<file path="config.mk">
export PLATFORM = sky130hd
export DESIGN_NAME = seq_restoring_divider
export DESIGN_NICKNAME = d
export VERILOG_FILES = /design/src/rtl/div_pkg.sv /design/src/rtl/fadder.sv /design/src/rtl/sub_cell.sv /design/src/rtl/seq_restoring_divider.sv
export SDC_FILE = /design/constraint.sdc
export NUM_CORES = 1
export LEC_CHECK = 0
export ABC_AREA = 1
export CAP_MARGIN = 20
export CORE_MARGIN = 10
export CORE_UTILIZATION = 40
export DETAILED_ROUTE_END_ITERATION = 8
export HOLD_SLACK_MARGIN = 0.03
export PLACE_DENSITY_LB_ADDON = 0.1
export SKIP_LAST_GASP = 1
export SYNTH_ARGS = -nofsm -noshare
export SYNTH_HDL_FRONTEND = slang
export SYNTH_SLANG_ARGS = --single-unit
export TNS_END_PERCENT = 100
</file>
<file path="constraint.sdc">
create_clock -name clk -period 4.55 [get_ports clk]
set_input_delay 0.455 -clock clk [delete_from_list [all_inputs] [get_ports clk]]
set_output_delay 0.455 -clock clk [all_outputs]
set_load 0.005 [all_outputs]
</file>
<file path="src/rtl/div_pkg.sv">
// Shared definitions for the sequential restoring divider.
//   DIV_W          default divisor / quotient / remainder width
//   S_IDLE/RUN/DONE  FSM state encoding
package div_pkg;

    localparam int DIV_W = 8;

    localparam logic [1:0] S_IDLE = 2'd0;
    localparam logic [1:0] S_RUN  = 2'd1;
    localparam logic [1:0] S_DONE = 2'd2;

endpackage

</file>
<file path="src/rtl/fadder.sv">
// One-bit full adder.
//   a, b, cin  addend bits and carry in
//   s, cout    sum bit and carry out
module fadder (
    input  logic a,
    input  logic b,
    input  logic cin,
    output logic s,
    output logic cout
);

    assign s    = a ^ b ^ cin;
    assign cout = (a & b) | (cin & (a ^ b));

endmodule

</file>
<file path="src/rtl/sub_cell.sv">
// Ripple trial subtractor: diff = a - b computed as a + ~b + 1.
//   a, b    N-bit operands
//   diff    N-bit difference (two's complement wrap)
//   borrow  high when a < b (unsigned)
module sub_cell #(
    parameter int N = 9
) (
    input  logic [N-1:0] a,
    input  logic [N-1:0] b,
    output logic [N-1:0] diff,
    output logic         borrow
);

    logic [N:0] carry_s;

    assign carry_s[0] = 1'b1;

    for (genvar i = 0; i < N; i++) begin : g_bit
        fadder u_fa (
            .a    (a[i]),
            .b    (~b[i]),
            .cin  (carry_s[i]),
            .s    (diff[i]),
            .cout (carry_s[i+1])
        );
    end

    // No carry out of the top bit means the subtraction went below zero.
    assign borrow = ~carry_s[N];

endmodule

</file>
<file path="src/rtl/seq_restoring_divider.sv">
// Sequential restoring divider: 2W-bit dividend / W-bit divisor, one
// quotient bit per clock, start/done handshake.
//   clk, rst            clock, asynchronous active-high reset
//   start               request, sampled only while idle
//   dividend, divisor   operands, captured when start is accepted
//   busy                high while running and in the done cycle
//   done                one-cycle pulse, results valid from this cycle
//   err                 divide-by-zero or quotient overflow, valid with done
//   quotient, remainder results, held until the next accepted start
module seq_restoring_divider
    import div_pkg::*;
#(
    parameter int W = DIV_W
) (
    input  logic           clk,
    input  logic           rst,
    input  logic           start,
    input  logic [2*W-1:0] dividend,
    input  logic [W-1:0]   divisor,
    output logic           busy,
    output logic           done,
    output logic           err,
    output logic [W-1:0]   quotient,
    output logic [W-1:0]   remainder
);

    localparam int            CW        = $clog2(W) + 1;
    localparam logic [CW-1:0] LAST_STEP = CW'(W - 1);

    logic [1:0]    state_r;
    // Partial remainder is always below the divisor between steps, so its
    // top (W+1-th) bit is identically zero and only W bits are kept; the
    // full W+1-bit value exists only as rem_shift_s / trial_s.
    logic [W-1:0]  rem_r;
    logic [W-1:0]  quo_r;
    logic [W-1:0]  dvs_r;
    logic [CW-1:0] count_r;
    logic          busy_r;
    logic          done_r;
    logic          err_r;
    logic [W-1:0]  quotient_r;
    logic [W-1:0]  remainder_r;

    logic [W:0]    rem_shift_s;
    logic [W:0]    trial_s;
    logic          borrow_s;
    logic          take_s;
    logic [W-1:0]  rem_next_s;
    logic [W-1:0]  quo_next_s;
    logic          bad_op_s;

    assign rem_shift_s = {rem_r, quo_r[W-1]};

    sub_cell #(.N(W + 1)) u_sub (
        .a      (rem_shift_s),
        .b      ({1'b0, dvs_r}),
        .diff   (trial_s),
        .borrow (borrow_s)
    );

    // One restoring step: keep the trial difference when it is non-negative.
    always_comb begin
        take_s     = 1'b0;
        rem_next_s = {W{1'b0}};
        quo_next_s = {W{1'b0}};
        // The shifted remainder is below 2*divisor, so a non-negative trial
        // has MSB 0 exactly when the subtractor reports no borrow.
        take_s     = ~trial_s[W] & ~borrow_s;
        quo_next_s = {quo_r[W-2:0], take_s};
        if (take_s) begin
            rem_next_s = trial_s[W-1:0];
        end else begin
            rem_next_s = rem_shift_s[W-1:0];
        end
    end

    // Quotient would not fit in W bits (or divisor is zero).
    always_comb begin
        bad_op_s = 1'b0;
        if (divisor == {W{1'b0}}) begin
            bad_op_s = 1'b1;
        end else begin
            bad_op_s = (dividend[2*W-1:W] >= divisor);
        end
    end

    // FSM, working registers and registered outputs.
    always_ff @(posedge clk or posedge rst) begin
        if (rst) begin
            state_r     <= S_IDLE;
            rem_r       <= {W{1'b0}};
            quo_r       <= {W{1'b0}};
            dvs_r       <= {W{1'b0}};
            count_r     <= {CW{1'b0}};
            busy_r      <= 1'b0;
            done_r      <= 1'b0;
            err_r       <= 1'b0;
            quotient_r  <= {W{1'b0}};
            remainder_r <= {W{1'b0}};
        end else begin
            case (state_r)
                S_IDLE: begin
                    done_r <= 1'b0;
                    if (start) begin
                        busy_r <= 1'b1;
                        if (bad_op_s) begin
                            state_r     <= S_DONE;
                            done_r      <= 1'b1;
                            err_r       <= 1'b1;
                            quotient_r  <= {W{1'b1}};
                            remainder_r <= {W{1'b0}};
                        end else begin
                            state_r <= S_RUN;
                            rem_r   <= dividend[2*W-1:W];
                            quo_r   <= dividend[W-1:0];
                            dvs_r   <= divisor;
                            count_r <= {CW{1'b0}};
                        end
                    end else begin
                        busy_r <= 1'b0;
                    end
                end
                S_RUN: begin
                    rem_r   <= rem_next_s;
                    quo_r   <= quo_next_s;
                    count_r <= count_r + CW'(1);
                    if (count_r == LAST_STEP) begin
                        state_r     <= S_DONE;
                        done_r      <= 1'b1;
                        err_r       <= 1'b0;
                        quotient_r  <= quo_next_s;
                        remainder_r <= rem_next_s;
                    end else begin
                        state_r <= S_RUN;
                    end
                end
                S_DONE: begin
                    state_r <= S_IDLE;
                    busy_r  <= 1'b0;
                    done_r  <= 1'b0;
                end
                default: begin
                    state_r <= S_IDLE;
                    busy_r  <= 1'b0;
                    done_r  <= 1'b0;
                end
            endcase
        end
    end

    assign busy      = busy_r;
    assign done      = done_r;
    assign err       = err_r;
    assign quotient  = quotient_r;
    assign remainder = remainder_r;

endmodule

</file>
==> results of run 1 <==
-- critical path, cell delays in order (launching register included) --
cell and delay (ns):
dfrtp_1 0.38, inv_1 0.07, ha_1 0.13, inv_1 0.05, fa_1 0.36, inv_1 0.07, fa_1 0.18, fa_1 0.19
fa_1 0.18, inv_1 0.05, fa_1 0.38, fa_1 0.39, fa_1 0.38, or2_1 0.23, nand2_1 0.30, inv_1 0.18
nor2_1 0.18, nor2_1 0.08, nand4_1 0.10, nand2_1 0.06
-- how the worst max path moves through the flow --
stage                   from      endpoint  cells past startpoint
floorplan           quo_r[7]      rem_r[1]                     19
global placement    quo_r[7]  remainder[1]                     19
detailed placement  quo_r[7]  remainder[1]                     19
CTS                 quo_r[7]  remainder[1]                     19
global route        quo_r[7]  remainder[1]                     19
finish              quo_r[7]  remainder[1]                     19
-- cell usage after synthesis (all sizes together) --
master    n  area [µm²]
ha       10         125
buf      11        57.6
dfrtp    49        1230
nor3      1        5.00
or2       4        25.0
nor2     48         190
clkbuf    3        11.3
a22o      1        8.76
fa        7         140
nand3    25         143
nand2   117         442
a21oi     3        15.0
nand4    17         113
o21ai    21         109
o22ai     1        6.26
inv      43         161
-- where the power goes --
group          switching [mW]  leakage [nW]  total (mW)  internal [mW]
clock network           0.146        0.0439       0.253          0.106
logic                   0.768          1.09        1.26          0.488
registers               0.124         0.612       0.760          0.636
-- flip-flops by register name (all words and copies together), names as in the netlist --
signal / cells
state_r: 2
quotient: 8
count_r: 4
rem_r: 8
done: 1
err: 1
quo_r: 8
dvs_r: 8
remainder: 8
busy: 1
-- area by class of cell --
class | instances | area [µm²] | area share
tap | 80 | 100 | 0.0296
timing repair buffer | 48 | 485 | 0.144
clock inverter | 3 | 17.5 | 0.00518
sequential | 49 | 1230 | 0.363
clock buffer | 5 | 68.8 | 0.0204
inverter | 43 | 161 | 0.0477
multi-input combinational | 255 | 1320 | 0.391
-- stage by stage --
| stage | worst slack, ns | instance area, µm² |
|---|---|---|
| global route | 0.157 | 3380 |
| detailed placement | 0.517 | 3270 |
| global placement | 0.607 | 3270 |
| finish | 0.502 | 3380 |
| CTS | 0.494 | 3360 |
| floorplan | 0.987 | 2780 |
-- per-layer routing --
metal | vias up | part of all wire
met2 | 68 | 0.43
met4 | 0 | 0.012
met1 | 1059 | 0.49
met5 | - | 0
met3 | 8 | 0.070
li1 | 1213 | -
-- cells in the final DEF, fill, tap and decap left out, drive strengths merged --
master | synthesis | routed
inv | 43 | 43
nor3 | 1 | 1
or2 | 4 | 4
a22o | 1 | 1
nand4 | 17 | 17
buf | 11 | 3
o21ai | 21 | 21
ha | 10 | 10
clkinvlp | 0 | 1
clkbuf | 3 | 5
clkinv | 0 | 2
a21oi | 3 | 3
nand2 | 117 | 117
nand3 | 25 | 25
o22ai | 1 | 1
dfrtp | 49 | 49
clkdlybuf4s50 | 0 | 45
nor2 | 48 | 48
fa | 7 | 7
-- cells by family (layout without fill, tap and decap cells) --
kind of cell / after synthesis / count (layout)
fa+ha+maj: 17 / 17
buf+inv: 57 / 99
flops: 49 / 49
simple gates: 212 / 212
compound gates: 26 / 26
==> results.toml, run 1 <==
[pwr]
power_density_nw_per_um2 = 671
ir_worst_vdd_mv = 0.203
p_total_mw = 2.27
leakagePower_nw = 1.75

[routing]
vias = 2348
vias_per_cell = 4.86
routed_wl_um = 6570
drc_errors = 0
ant_nets = 0
wire_per_inst_um = 13.6
first_pass_iters = 4
drt-initial-drc-count = 184

[worst_setup_path]
cp_data_required_time_ns = 4.75
r2r_slack_ns = 0.50
cp.arrival_ns = 4.25
critPathLaunchType = "flip-flop"
path_max_fanout = 13
timing.rr.end = "remainder[1]"
crit_path_end_kind = "flip-flop"
rr_worst_depth = 19
critPathKind = "flip-flop to flip-flop"
reg2reg_from = "quo_r[7]"

[finish]
drive_gt1_frac = 0.0670
fillers = 675
instances_no_fill = 483
fin_util = 0.500
syn2layout_area_growth_pct = 21.7
diodes = 0
layout.nets = 446

[floorplan]
die_h_um = 103
die-area_um2 = 10700
initial_core_util = 0.411
core_area_um2 = 6760
pin_count = 46
rows = 30
fp.dieW_um = 103

[logic_synthesis]
synth-seq-cells = 49
synth_cells = 361
synthSimpleGateAreaFrac = 0.330
syn_nets = 405
syn_area_um2 = 2780
synth-xor-area-share = 0
ys_types = 27
synth.area.mux_share = 0
avgSynthCellArea_um2 = 7.69
yosysSeqAreaShare = 0.441
synthAdderAreaFrac = 0.0955
synth-compound-area-share = 0.0500
yosysWarnings = 0
synth_top_family_by_area = "simple AND/OR/NAND/NOR gates"

[clocking]
cts-resized-gates = 0
htree_levels = 2
cts_sinks = 49
numCtsBuffers = 5
cts_tree = "built"
clk-insertion-delay-late_ns = 0.30
ctsHoldBuffers = 0
post_cts_buffers = 0
max-clock-path-buffers = 2
clk_pin_slew_worst_paths_ns = 0.09
cts_root_buf = "clkbuf_8"

[placed_design]
dp.cells = 474
dp_hpwl_um = 4810
io_buffers = 45
place_congestion = 0.832

[timing]
rsz0062_at_grt = "no"
fin_crit_sh = 0.890
finalSetupViolations = 0
skew_ns = 0.00644
slew_headroom = 0.440
hold_viol = 0
hold_ws_ns = 0.368
fin_tns_setup_ns = 0
min_period_ns = 4.05
tightestPinTransition_ns = 0.840
drv_slew = 0
max_freq_mhz = 247

[global_route]
met2_usage = 0.200
grt_pass1_vias = 2326
grt_util_all_layers = 0.130
grt_max_degree = 50
gr-total-overflow = 0
grt_first_pass_wirelength_um = 11000
use_met1 = 0.179
antenna_found_initial = 0
grt.met3_usage = 0.0279
grt.busiest_layer = "met2"

[worst_hold_path]
hp-class = "input port to asynchronous set/reset pin"

[job]
cap_viol_max_count = 0

[status]
status = "completed"
Note: power is estimated with default switching activity, not from simulation.
==> run 2: changes to the inputs <==
- CTS_CLUSTER_SIZE: unset -> 16
- PLACE_DENSITY_LB_ADDON: 0.1 -> unset
==> results.toml, run 2 (synthesis gave the netlist of run 1 again) <==
[status]
status = "completed"

[timing]
tightestPinTransition_ns = 0.904
finalSetupViolations = 0
fin_crit_sh = 0.892
fin_tns_setup_ns = 0
rsz0062_at_grt = "no"
slew_headroom = 0.398
max_freq_mhz = 246
skew_ns = 0.00978
setup_slack_ns = 0.491
hold_viol = 0
min_period_ns = 4.06
drv_slew = 0

[routing]
wl_met1_um = 3310
wire_per_inst_um = 13.8
wl_met2_um = 2980
top_layer_used = "met4"
vias = 2357
vias_per_cell = 4.88
drc_errors = 0
first_pass_iters = 4
ant_nets = 0
routed_wl_um = 6690
drt-initial-drc-count = 170
wl_met3_um = 336

[worst_setup_path]
cp.arrival_ns = 4.26
crit_path_end_kind = "flip-flop"
critPathKind = "flip-flop to flip-flop"
path_cells = "inv_1 > ha_1 > inv_1 > fa_1 > inv_1 > fa_1 > fa_1 > fa_1 > inv_1 > fa_1 > fa_1 > fa_1 > or2_1 > nand2_1 > inv_1 > nor2_1 > o21ai_1 > nand3_1 > nand2_1"
critPathLaunchType = "flip-flop"
slowest_stage = "fa_1"
cp_data_required_time_ns = 4.75
path_delay_family = "adder cells"
crit_buf_inv = 5
max_stage_delay_ns = 0.40
path_max_fanout = 13
cpMostUsedCell = "fa_1"

[global_route]
grt_first_pass_wirelength_um = 11100
grt_max_degree = 50
grt_pass1_vias = 2317
antenna_found_initial = 0
gr-total-overflow = 0
grt_util_all_layers = 0.130

[floorplan]
pin_count = 46
core_area_um2 = 6760
die_h_um = 103
initial_core_util = 0.411
fp.dieW_um = 103
rows = 30
die-area_um2 = 10700

[finish]
syn2layout_area_growth_pct = 21.8
drive_gt1_frac = 0.0670
layout.nets = 446
diodes = 0
fin_util = 0.501
fillers = 666
multi_input_area_um2 = 1320
seq_area_um2 = 1230
layout_commonest_cell = "nand2_1"
layout_common_cells = "nand2_1, dfrtp_1, clkdlybuf4s50_1"

[placed_design]
io_buffers = 45
place_ws_ns = 0.525
place_congestion = 0.836
dp_hpwl_um = 4920

[clocking]
clk_pin_slew_worst_paths_ns = 0.10
numCtsBuffers = 5
cts-resized-gates = 0
htree_levels = 2
ctsHoldBuffers = 0
clk-insertion-delay-late_ns = 0.32
cts_sinks = 49
cts_tree = "built"
post_cts_buffers = 0
cts_root_buf = "clkbuf_8"
max-clock-path-buffers = 2

[pwr]
power_density_nw_per_um2 = 680
p_total_mw = 2.30
ir_worst_vdd_mv = 0.234
leakagePower_nw = 1.75

[worst_hold_path]
hp-class = "input port to asynchronous set/reset pin"

[job]
cap_viol_max_count = 0
==> run 2: cell types whose count changed in the layout (fill, tap and decap cells not counted), sizes merged <==
cell,change
inv,+1
clkinv,-1
==> run 2: cell type report <==
cell class,count,area share
flip-flops and latches,49,0.362
well taps,80,0.0296
repair buffers,48,0.143
clock inverters,3,0.00628
clock buffers,5,0.0203
inverters,43,0.0477
multi-input cells,255,0.390
==> run 2: stage by stage <==
stage,hold slack [ns],instance area (µm²),cells
final,0.321,3380,483
after global routing,0.322,3380,483
after CTS,0.483,3360,482
after detailed placement,0.458,3270,474
after global placement,0.453,3270,474
after floorplan,0.442,2780,361
==> run 2: final timing paths <==
| check | from | endpoint | slack [ns] | depth (start not counted) |
|---|---|---|---|---|
| setup / recovery | quo_r[7] | rem_r[1] | 0.49 | 19 |
| hold / removal | rst | quo_r[4] | 0.32 | 2 |
| setup reg to reg | quo_r[7] | rem_r[1] | 0.49 | 19 |
| hold reg to reg | quotient[5] | quotient[5] | 0.48 | 2 |
| max in group asynchronous | rst | remainder[5] | 3.78 | 3 |
| min in group clk | quotient[5] | quotient[5] | 0.48 | 2 |
==> run 2: per-layer routing <==
| layer | up-vias | track usage |
|---|---|---|
| met2 | 49 | 0.197 |
| li1 | 1216 | - |
| met4 | 0 | 0.0385 |
| met5 | - | 0 |
| met1 | 1086 | 0.182 |
| met3 | 6 | 0.0259 |
==> run 2: where the power goes <==
group          total [mW]  switching (mW)  internal, mW
Combinational        1.27           0.772         0.494
Clock               0.270           0.161         0.109
Sequential          0.766           0.130         0.636
==> RTL edit, RTL diff (config.mk and constraints of run 2) <==
`DIV_W`: 8 -> 4.
--- a/src/rtl/div_pkg.sv
+++ b/src/rtl/div_pkg.sv
@@ -3,7 +3,7 @@
 //   S_IDLE/RUN/DONE  FSM state encoding
 package div_pkg;
 
-    localparam int DIV_W = 8;
+    localparam int DIV_W = 4;
 
     localparam logic [1:0] S_IDLE = 2'd0;
     localparam logic [1:0] S_RUN  = 2'd1;
Ports: changed (resized dividend, divisor, quotient and remainder); port bits go from 46 to 26. No check against the original RTL was run, so the function may have changed too.
==> RTL edit against run 2 <==
Cell area decreased by 42%. Sequential cell count down 21. Synthesized area decreased by 43%. Synthesized cell count shrank 45%. Cell count is 44% lower. Wire length down 47%. Fmax grew 54%. Total power down 45%. Via count decreased by 44%. Setup slack improved by 1400 ps. Largest power group unchanged.
==> RTL edit: results (changes against run 2) <==
| Metric | Value |
|---|---|
| Fill count | `368 (was 666)` |
| H-tree depth | `1 (was 2)` |
| Unique cell type count in the Yosys netlist | `23 (was 27)` |
| Fraction of layout cells with a size suffix above 1 | `0.0807 (was 0.0670)` |
| Port Buffer Count | `25 (was 45)` |
| Detailed-route wire length | `3580 µm (was 6690 µm)` |
| Worst EP arrival | `2850 ps (was 4260 ps)` |
| Syn. warnings | `0 (unchanged)` |
| Hold Violations, Final | `0 (unchanged)` |
| Count of final max-slew check failures | `0 (unchanged)` |
| VDD IR max | `0.000249 V (was 0.000234 V)` |
| Vias in the first global route | `1,312 (was 2,317)` |
| DPL Wire Length | `2830 µm (was 4920 µm)` |
| Antenna cell count | `0 (unchanged)` |
| Setup Buffers After CTS | `0 (unchanged)` |
| Crit-path max cell delay | `410 ps` |
| Ranking of synthesized cells by area | `dfrtp_1, nand2_1, nand3_1 (was dfrtp_1, nand2_1, nor2_1)` |
| Synth Instances | `198 (was 361)` |
| Pleak | `1.04 nW (was 1.75 nW)` |
| Initial antenna violation count | `0 (unchanged)` |
| DRT iter0 DRCs | `65 (was 170)` |
| Worst skew pair latency | `270 ps (was 320 ps)` |
| Clk root buf | `clkbuf_8 (unchanged)` |
| Pre-antenna DRT Iters | `4 (unchanged)` |
| # nets final | `249 (was 446)` |
| Final GP Congestion | `0.888 (was 0.836)` |
| Slew HR | `0.714 (was 0.398)` |
| Placed cells | `266 (was 474)` |
| First-pass GRT wire length | `6350 µm (was 11,100 µm)` |
| CP max-delay cell | `dfrtp_1 (was fa_1)` |
| Wire per inst | `13.2 µm (was 13.8 µm)` |
| Syn Nets | `223 (was 405)` |
| Largest net degree at the start of global routing | `29 (was 50)` |
| Setup Skew | `4.88 ps (was 9.78 ps)` |
| Register area share after synthesis | `0.441 (about the same)` |
| Placed Area | `1870 µm² (was 3270 µm²)` |
| Maximum fanout along the worst path | `5 (was 13)` |
| Maximum clock path buffer count | `2 (unchanged)` |
| Asr flop ratio synth | `1.00 (unchanged)` |
| Worst min path class | `input port to asynchronous set/reset pin (unchanged)` |
| All-Layer GR Usage | `0.105 (was 0.130)` |
| Clock transition at path regs | `100 ps (about the same)` |
| Vias/cell | `4.87 (was 4.88)` |
| Post-CTS Resized | `0 (unchanged)` |
| TritonCTS buffer count | `3 (was 5)` |
| Synth top cells by count | `nand2_1, dfrtp_1, nand3_1 (was nand2_1, dfrtp_1, nor2_1)` |
| Status | `finished, final reports clean (unchanged)` |
[RTL edit: changes by cell type in the layout (fill, tap and decap cells not counted), sizes merged, moves of 3 or more]
cell and delta:
nor2 -43, fa -4, o21ai -16, dfrtp -21
inv -22, nand2 -37, clkdlybuf4s50 -20, ha -3
nand4 -8
[RTL edit: layer usage]
metal | up-vias | share of wire | global-route usage
met5 | - | 0 | 0
met4 | 0 | 0.0053 | 0.0231
met3 | 2 | 0.032 | 0.0254
met2 | 12 | 0.47 | 0.166
met1 | 627 | 0.50 | 0.141
li1 | 680 | - | -
[RTL edit: path summary, 6_finish.rpt]
kind | cells after the start | slack, ps | from | endpoint
setup reg to reg | 13 | 1920 | quo_r[3]$_DFFE_PP0P_ | remainder[2]$_DFFE_PP0P_
hold / removal | 2 | 470 | rst | busy$_DFFE_PP0N_
max in group asynchronous | 3 | 3630 | rst | count_r[0]$_DFFE_PP0P_
hold reg to reg | 2 | 480 | remainder[2]$_DFFE_PP0P_ | remainder[2]$_DFFE_PP0P_
min in group clk | 2 | 480 | remainder[2]$_DFFE_PP0P_ | remainder[2]$_DFFE_PP0P_
setup / recovery | 13 | 1920 | quo_r[3]$_DFFE_PP0P_ | remainder[2]$_DFFE_PP0P_
[RTL edit: power breakdown]
group / leakage [nW] / switching, mW / internal (mW)
logic: 0.649 / 0.373 / 0.259
registers: 0.353 / 0.0814 / 0.358
clock network: 0.0357 / 0.0796 / 0.118
total: 1.04 / 0.534 / 0.735
[RTL edit: cell families (layout without fill, tap and decap cells)]
| logic type | count (synthesis) | in the layout | synth area share |
|---|---|---|---|
| flip-flops | 28 | 28 | 0.441 |
| adder cells (fa/ha/maj) | 10 | 10 | 0.0929 |
| AND/OR/NAND/NOR | 124 | 124 | 0.361 |
| AO/OA/AOI/OAI | 9 | 9 | 0.0323 |
| buffers and inverters | 27 | 52 | 0.0732 |
[RTL edit: final cells by class]
class,instances,area [µm²],area share
well taps,48,60.1,0.0306
multi-input cells,143,772,0.393
clock buffers,3,41.3,0.0210
flip-flops and latches,28,701,0.357
clock inverters,1,30.0,0.0153
inverters,22,82.6,0.0420
repair buffers,26,278,0.141
[RTL edit: per-stage QoR]
stage | setup WS (ps) | total power, mW
2_1_floorplan | 2200 | 0.888
3_3_place_gp | 1980 | 1.06
3_5_place_dp | 1920 | 1.09
4_1_cts | 1910 | 1.29
5_1_grt | 1710 | 1.40
6_report | 1920 | 1.27
[RTL edit: worst max-delay path: cells and delay by family (launching register included)]
kind / cells / cell delay [ps]
adders and majority gates: 4 / 1320
buffers and inverters: 3 / 200
DFF: 1 / 410
and+or+nand+nor: 6 / 650
